**config.mk**
```make
export PLATFORM = sky130hd
export DESIGN_NAME = tube_seg_driver_flat
export DESIGN_NICKNAME = d
export VERILOG_FILES = /design/src/rtl/tube_seg_driver_if.sv /design/src/rtl/tube_seg_driver.sv /design/src/flat_wrapper.sv
export SDC_FILE = /design/constraint.sdc
export NUM_CORES = 1
export LEC_CHECK = 0
export ABC_AREA = 1
export BUFFER_PORTS_ARGS = -buffer_cell sky130_fd_sc_hd__buf_2
export CORE_MARGIN = 5
export CORE_UTILIZATION = 43
export CTS_CLUSTER_DIAMETER = 100
export CTS_CLUSTER_SIZE = 25
export DETAILED_ROUTE_END_ITERATION = 10
export GPL_TIMING_DRIVEN = 0
export PLACE_DENSITY = 0.79
export RECOVER_POWER = 100
export SYNTH_ARGS = -nofsm -noshare
export SYNTH_HDL_FRONTEND = slang
export SYNTH_SLANG_ARGS = --single-unit
```
**constraint.sdc**
```tcl
create_clock -name clk -period 2.2 [get_ports clk]
set_input_delay 0.11 -clock clk [delete_from_list [all_inputs] [get_ports clk]]
set_output_delay 0.11 -clock clk [all_outputs]
set_load 0.1 [all_outputs]
```
**src/rtl/tube_seg_driver_if.sv**
```systemverilog
// Signal bundle between the tube device / CPU bridge and the tube pin driver.
interface tube_seg_driver_if;
  logic [3:0]  byteEn;
  logic [31:0] WD;
  logic [31:0] RD;
  logic [7:0]  code0;
  logic [7:0]  code1;
  logic [7:0]  code2;
  logic [3:0]  sel0;
  logic [3:0]  sel1;
  logic        sel2;
  logic [7:0]  seg0_o;
  logic [7:0]  seg1_o;
  logic [7:0]  seg2_o;
  logic [3:0]  an0_o;
  logic [3:0]  an1_o;
  logic        an2_o;

  modport master (
    output byteEn, WD, code0, code1, code2, sel0, sel1, sel2,
    input  RD, seg0_o, seg1_o, seg2_o, an0_o, an1_o, an2_o
  );

  modport slave (
    input  byteEn, WD, code0, code1, code2, sel0, sel1, sel2,
    output RD, seg0_o, seg1_o, seg2_o, an0_o, an1_o, an2_o
  );
endinterface

```
**src/rtl/tube_seg_driver.sv**
```systemverilog
// Tube pin driver: PWM dimming plus dead-time blanking on select changes; TUBE_BLINK_EN adds blink.
// Latency 1 clk from inputs to pins; no backpressure, pins update every cycle.
module tube_seg_driver #(
  parameter int PWM_DIV    = 4,
  parameter int DEAD_CYC   = 8,
  parameter int BLINK_HALF = 25000000
) (
  input  logic             clk,
  input  logic             reset,
  tube_seg_driver_if.slave bus
);
  localparam int PW = (PWM_DIV > 1) ? $clog2(PWM_DIV) : 1;
  localparam int DW = $clog2(DEAD_CYC + 1);
  localparam logic [PW-1:0] PRE_TC  = PW'(PWM_DIV - 1);
  localparam logic [DW-1:0] DEAD_LD = DW'(DEAD_CYC);

  typedef enum logic [1:0] {S_OFF, S_BLANK, S_ACTIVE} state_t;

  logic [7:0]    r_cfg;
  logic [PW-1:0] r_pre;
  logic [3:0]    r_pwm_cnt;
  state_t        r_state;
  logic [DW-1:0] r_dead_cnt;
  logic [8:0]    r_sel;
  logic [7:0]    r_seg0, r_seg1, r_seg2;
  logic [3:0]    r_an0, r_an1;
  logic          r_an2;

  logic [8:0]    w_sel;
  logic          w_sel_chg;
  logic          w_enable;
  logic          w_pwm_on;
  logic          w_show;
  logic          w_lit;
  logic          w_unused_bits;
  logic [7:0]    w_cfg_mask;

  assign w_sel     = {bus.sel0, bus.sel1, bus.sel2};
  assign w_sel_chg = (w_sel != r_sel);
  assign w_enable  = r_cfg[4];
  assign w_pwm_on  = (r_pwm_cnt <= r_cfg[3:0]);
  assign w_unused_bits = ^{bus.byteEn[3:1], bus.WD[31:8]};

`ifdef TUBE_BLINK_EN
  localparam int BW = (BLINK_HALF > 1) ? $clog2(BLINK_HALF) : 1;
  logic [BW-1:0] r_blink_cnt;
  logic          r_blink_ph;

  always_ff @(posedge clk) begin
    if (reset) begin
      r_blink_cnt <= '0;
      r_blink_ph  <= 1'b0;
    end else if (r_blink_cnt == BW'(BLINK_HALF - 1)) begin
      r_blink_cnt <= '0;
      r_blink_ph  <= ~r_blink_ph;
    end else begin
      r_blink_cnt <= r_blink_cnt + 1'b1;
    end
  end

  assign w_cfg_mask = 8'h3F;
  assign w_show     = w_pwm_on & ~(r_cfg[5] & r_blink_ph);
`else
  assign w_cfg_mask = 8'h1F;
  assign w_show     = w_pwm_on;
`endif

  // Pins light only when this edge leaves the FSM in (or moves it into) S_ACTIVE.
  assign w_lit = w_enable & ~w_sel_chg & w_show &
                 ((r_state == S_ACTIVE) ||
                  ((r_state == S_BLANK) && (r_dead_cnt == DW'(1))));

  always_ff @(posedge clk) begin
    if (reset) begin
      r_cfg     <= 8'h1F;
      r_pre     <= '0;
      r_pwm_cnt <= '0;
    end else begin
      if (bus.byteEn[0]) r_cfg <= bus.WD[7:0] & w_cfg_mask;
      if (r_pre == PRE_TC) begin
        r_pre     <= '0;
        r_pwm_cnt <= r_pwm_cnt + 4'd1;
      end else begin
        r_pre <= r_pre + 1'b1;
      end
    end
  end

  // Tracks the inputs through reset too, so steady selects do not re-blank after reset.
  always_ff @(posedge clk) begin
    r_sel <= w_sel;
  end

  always_ff @(posedge clk) begin
    if (reset) begin
      r_state    <= S_BLANK;
      r_dead_cnt <= DEAD_LD;
      r_seg0     <= 8'hFF;
      r_seg1     <= 8'hFF;
      r_seg2     <= 8'hFF;
      r_an0      <= 4'b0;
      r_an1      <= 4'b0;
      r_an2      <= 1'b0;
    end else begin
      r_seg0 <= w_lit ? bus.code0 : 8'hFF;
      r_seg1 <= w_lit ? bus.code1 : 8'hFF;
      r_seg2 <= w_lit ? bus.code2 : 8'hFF;
      r_an0  <= w_lit ? bus.sel0  : 4'b0;
      r_an1  <= w_lit ? bus.sel1  : 4'b0;
      r_an2  <= w_lit ? bus.sel2  : 1'b0;
      case (r_state)
        S_OFF: begin
          if (w_enable) begin
            r_state    <= S_BLANK;
            r_dead_cnt <= DEAD_LD;
          end
        end
        S_BLANK: begin
          if (!w_enable) begin
            r_state <= S_OFF;
          end else if (w_sel_chg) begin
            r_dead_cnt <= DEAD_LD;
          end else if (r_dead_cnt == DW'(1)) begin
            r_state <= S_ACTIVE;
          end else begin
            r_dead_cnt <= r_dead_cnt - 1'b1;
          end
        end
        S_ACTIVE: begin
          if (!w_enable) begin
            r_state <= S_OFF;
          end else if (w_sel_chg) begin
            r_state    <= S_BLANK;
            r_dead_cnt <= DEAD_LD;
          end
        end
        default: r_state <= S_OFF;
      endcase
    end
  end

  assign bus.RD     = {24'b0, r_cfg};
  assign bus.seg0_o = r_seg0;
  assign bus.seg1_o = r_seg1;
  assign bus.seg2_o = r_seg2;
  assign bus.an0_o  = r_an0;
  assign bus.an1_o  = r_an1;
  assign bus.an2_o  = r_an2;
endmodule

```
**src/flat_wrapper.sv**
```systemverilog
// flat-port wrapper written by rule: the top's interface ports become plain ports
module tube_seg_driver_flat 
#(
  parameter int PWM_DIV    = 4,
  parameter int DEAD_CYC   = 8,
  parameter int BLINK_HALF = 25000000
)
  (clk, reset, bus_byteEn, bus_WD, bus_code0, bus_code1, bus_code2, bus_sel0, bus_sel1, bus_sel2, bus_RD, bus_seg0_o, bus_seg1_o, bus_seg2_o, bus_an0_o, bus_an1_o, bus_an2_o);
  tube_seg_driver_if bus_i ();
  input  logic clk;
  input  logic reset;
  input wire logic [$bits(bus_i.byteEn)-1:0] bus_byteEn;
  input wire logic [$bits(bus_i.WD)-1:0] bus_WD;
  input wire logic [$bits(bus_i.code0)-1:0] bus_code0;
  input wire logic [$bits(bus_i.code1)-1:0] bus_code1;
  input wire logic [$bits(bus_i.code2)-1:0] bus_code2;
  input wire logic [$bits(bus_i.sel0)-1:0] bus_sel0;
  input wire logic [$bits(bus_i.sel1)-1:0] bus_sel1;
  input wire logic [$bits(bus_i.sel2)-1:0] bus_sel2;
  output wire logic [$bits(bus_i.RD)-1:0] bus_RD;
  output wire logic [$bits(bus_i.seg0_o)-1:0] bus_seg0_o;
  output wire logic [$bits(bus_i.seg1_o)-1:0] bus_seg1_o;
  output wire logic [$bits(bus_i.seg2_o)-1:0] bus_seg2_o;
  output wire logic [$bits(bus_i.an0_o)-1:0] bus_an0_o;
  output wire logic [$bits(bus_i.an1_o)-1:0] bus_an1_o;
  output wire logic [$bits(bus_i.an2_o)-1:0] bus_an2_o;
  assign bus_i.byteEn = bus_byteEn;
  assign bus_i.WD = bus_WD;
  assign bus_i.code0 = bus_code0;
  assign bus_i.code1 = bus_code1;
  assign bus_i.code2 = bus_code2;
  assign bus_i.sel0 = bus_sel0;
  assign bus_i.sel1 = bus_sel1;
  assign bus_i.sel2 = bus_sel2;
  assign bus_RD = bus_i.RD;
  assign bus_seg0_o = bus_i.seg0_o;
  assign bus_seg1_o = bus_i.seg1_o;
  assign bus_seg2_o = bus_i.seg2_o;
  assign bus_an0_o = bus_i.an0_o;
  assign bus_an1_o = bus_i.an1_o;
  assign bus_an2_o = bus_i.an2_o;
  tube_seg_driver #(.PWM_DIV(PWM_DIV), .DEAD_CYC(DEAD_CYC), .BLINK_HALF(BLINK_HALF)) u_core (.clk(clk), .reset(reset), .bus(bus_i));
endmodule
```
==> run_results.csv <==
group,metric,value,unit
clock_network,clk_transition_reported_paths,0.06,ns
place,dp.cells,429,
power_and_ir_drop,power.density,750,mW/mm²
worst_hold_path,hold_path.class,"input port to flip-flop",
place,place_hpwl,3.65,mm
global_route,antenna_found_initial,0,
floorplanning,dieWidth,83.0,µm
layout,stdcell_count,482,
route,viasPerCell,4.13,
floorplanning,die-area,0.00689,mm²
power_and_ir_drop,internal_power,1.75,mW
floorplanning,initial_utilization,44.6,%
clock_network,clk_latency,0.33,ns
route,drtIter0Drc,50,
power_and_ir_drop,p_seq_share,44.6,%
sta,finalHoldViolCount,0,
setup_path,start_kind,"input port",
power_and_ir_drop,p_leak,1.60,nW
yosys,ys_ff_latch,59,
global_route,grt_max_degree,11,
yosys,synth_compound_area_share,5.46,%
yosys,synth-xor-area-share,3.06,%
clock_network,post-cts-setup-buffers,0,
layout,diodes,0,
sta,finalMaxSlewViolations,0,
global_route,grt_pass1_wl,9.25,mm
clock_network,cts_buffers,9,
route,via_count,1993,
yosys,yosysTopAreaCellShare,51.5,%
run,maxCapViolCount,0,
sta,holdWs,0.170,ns
sta,worstMarginPinSlew,1.21,ns
route,totalWireLength,5.50,mm
yosys,synth_top_cell_by_area,"dfxtp_1",
clock_network,cts_root_buf,"clkbuf_8",
yosys,synthMuxAreaShare,0,%
power_and_ir_drop,p_switching,769,µW
clock_network,cts_tree,"yes",
sta,fin_setup_tns,0,ns
yosys,synth-simple-area-share,20.9,%
floorplanning,rows,26,
global_route,grt_pass1_vias,2046,
setup_path,cp.required,2.42,ns
clock_network,htree_levels,3,
setup_path,timing.critical_path.fanout_max,10,
sta,slew_headroom,19.8,%
worst_hold_path,hold_path_depth,2,
yosys,synthFlopType,"dfxtp_1",
layout,syn_to_final_growth,46.6,%
place,place_congestion,0.848,
yosys,ys_seq_area_share,51.5,%
route,ant_nets,0,
place,postPlaceCellArea,0.00286,mm²
clock_network,cts_max_path_buffers,2,
setup_path,reg2reg_depth,8,
yosys,yosysMostFrequentCell,"dfxtp_1",
yosys,syn_inst,257,
yosys,syn_area,0.00229,mm²
yosys,yosys-top-cells-area,"dfxtp_1 52%, buf_4 8.8%, or2_1 6.6%",
yosys,async_reset_ff_share,0,%
sta,fin_crit_sh,86.5,%
clock_network,cts_sinks,59,
layout,drive_above_1_share,20.4,%
sta,fin_crit,1.90,ns
power_and_ir_drop,total_power,2.52,mW
sta,fin_skew,0.0103,ns
yosys,syn_area_per_cell,8.92,µm²
yosys,synthTopCellsByCount,"59 x dfxtp_1, 28 x nand2_1, 27 x buf_4",
yosys,synth_edf_count,0,
setup_path,cp.arrival,2.12,ns
setup_path,crit_type,"input port to flip-flop",
sta,setup_viol,0,
sta,layout_setup_ws,0.296,ns
clock_network,cts_resized,0,
route,avgRoutedWirePerCell,11.4,µm
place,place_ws,0.351,ns
floorplanning,core_region_area,0.00514,mm²
power_and_ir_drop,pwr-share-comb,20.3,%
sta,fmaxAchievable,525,MHz
layout,final_nets,487,
sta,rsz0062_at_grt,"no",
yosys,synth_cell_types,31,
layout,stdcell_area,0.00336,mm²
run_status,status,"finished, final reports clean",
place,port_buffers,76,
global_route,grt_overflow_total,0,
route,drt-pass1-iter-count,4,
yosys,synth_adder_area_share,4.37,%
global_route,grt_usage,16.9,%
layout,fin_util,65.4,%
floorplanning,die_height,83.0,µm
yosys,synth_top_family_by_area,"simple AND/OR/NAND/NOR gates",
floorplanning,io_pins,136,
power_and_ir_drop,clkPwrFrac,35.0,%
yosys,ys.warnings.count,0,
route,drc_errors,0,
power_and_ir_drop,vdd_drop_max,0.486,mV
setup_path,cp-end-kind,"flip-flop",
power_and_ir_drop,switching_share,30.5,%
## worst paths after layout
check | slack (ns) | to | from
worst min-delay path | 0.17 | u_core.r_cfg[1]$_SDFFE_PP1P_ | bus_byteEn[0]
worst min register to register | 0.44 | u_core.r_pre[0]$_SDFF_PP0_ | u_core.r_pre[0]$_SDFF_PP0_
worst max register to register | 0.38 | u_core.bus.seg2_o[6]$_SDFF_PP1_ | u_core.r_cfg[3]$_SDFFE_PP1P_
worst max-delay path | 0.30 | u_core.bus.seg2_o[6]$_SDFF_PP1_ | bus_sel0[3]
## power groups by stage
stage | sequential, mW | clock, mW | combinational [mW]
floorplan | 1.19 | 0 | 0.350
global placement | 1.15 | 0 | 0.451
detailed placement | 1.15 | 0 | 0.459
CTS | 1.12 | 0.908 | 0.512
global route | 1.13 | 0.966 | 0.553
finish | 1.12 | 0.882 | 0.512
## registers in the layout, indices dropped and copies added (netlist names)
register	flops
u_core.bus.an2_o	1
u_core.bus.seg1_o	8
u_core.bus.seg0_o	8
u_core.r_cfg	5
u_core.bus.an1_o	4
u_core.r_pwm_cnt	4
u_core.bus.an0_o	4
u_core.bus.seg2_o	8
u_core.r_sel	9
u_core.r_state	2
u_core.r_pre	2
u_core.r_dead_cnt	4
## repair_timing
| item | CTS | global route |
|---|---|---|
| hold endpoints to repair | 38 | 0 |
| endpoints found under the setup margin | 0 | 0 |
| hold buffers | 38 | 0 |
## layout by cell type (no fill, tap or decap), types with 12 or more instances in the layout
cell type / Yosys / routed
nand2_1: 28 / 28
nor2_1: 24 / 25
clkbuf_1: 3 / 50
dlygate4sd3_1: 0 / 38
conb_1: 1 / 27
dfxtp_1: 59 / 56
buf_2: 3 / 33
clkbuf_8: 0 / 12
buf_4: 27 / 27
or2_1: 24 / 24
inv_1: 23 / 24
## critical path, cell delays in order
cell	delay (ns)
dlygate4sd3_1	0.55
clkbuf_1	0.15
inv_1	0.07
nand2_1	0.06
nand2_1	0.05
nor2_1	0.10
nand2_1	0.05
nor2_1	0.28
nand4_2	0.24
buf_2	0.25
or2_1	0.22
## layer usage
layer | routed length (µm) | GRT usage (%) | up-vias
met5 | 0 | 0 | -
met4 | 93 | 9.51 | 0
li1 | - | - | 1044
met3 | 406 | 5.54 | 8
met2 | 2840 | 30.0 | 63
met1 | 2160 | 17.4 | 878
## layout make-up
| class | instances | area (µm²) |
|---|---|---|
| flip-flops and latches | 59 | 1180 |
| multi-input cells | 163 | 872 |
| fillers | 450 | 1780 |
| well taps | 70 | 87.6 |
| inverters | 28 | 105 |
| plain buffers | 33 | 229 |
| clock inverters | 2 | 10.0 |
| repair buffers | 114 | 703 |
| clock buffers | 13 | 169 |
## cell families (layout without fill, tap and decap cells)
kind of cell    Yosys count  after routing
simple gates             97             97
buf+inv                  61            190
flops                    59             59
xor+xnor                  8              8
fa+ha+maj                 8              8
other cells               1             27
compound gates           23             23
No activity file was read; power rests on OpenSTA's default activity.
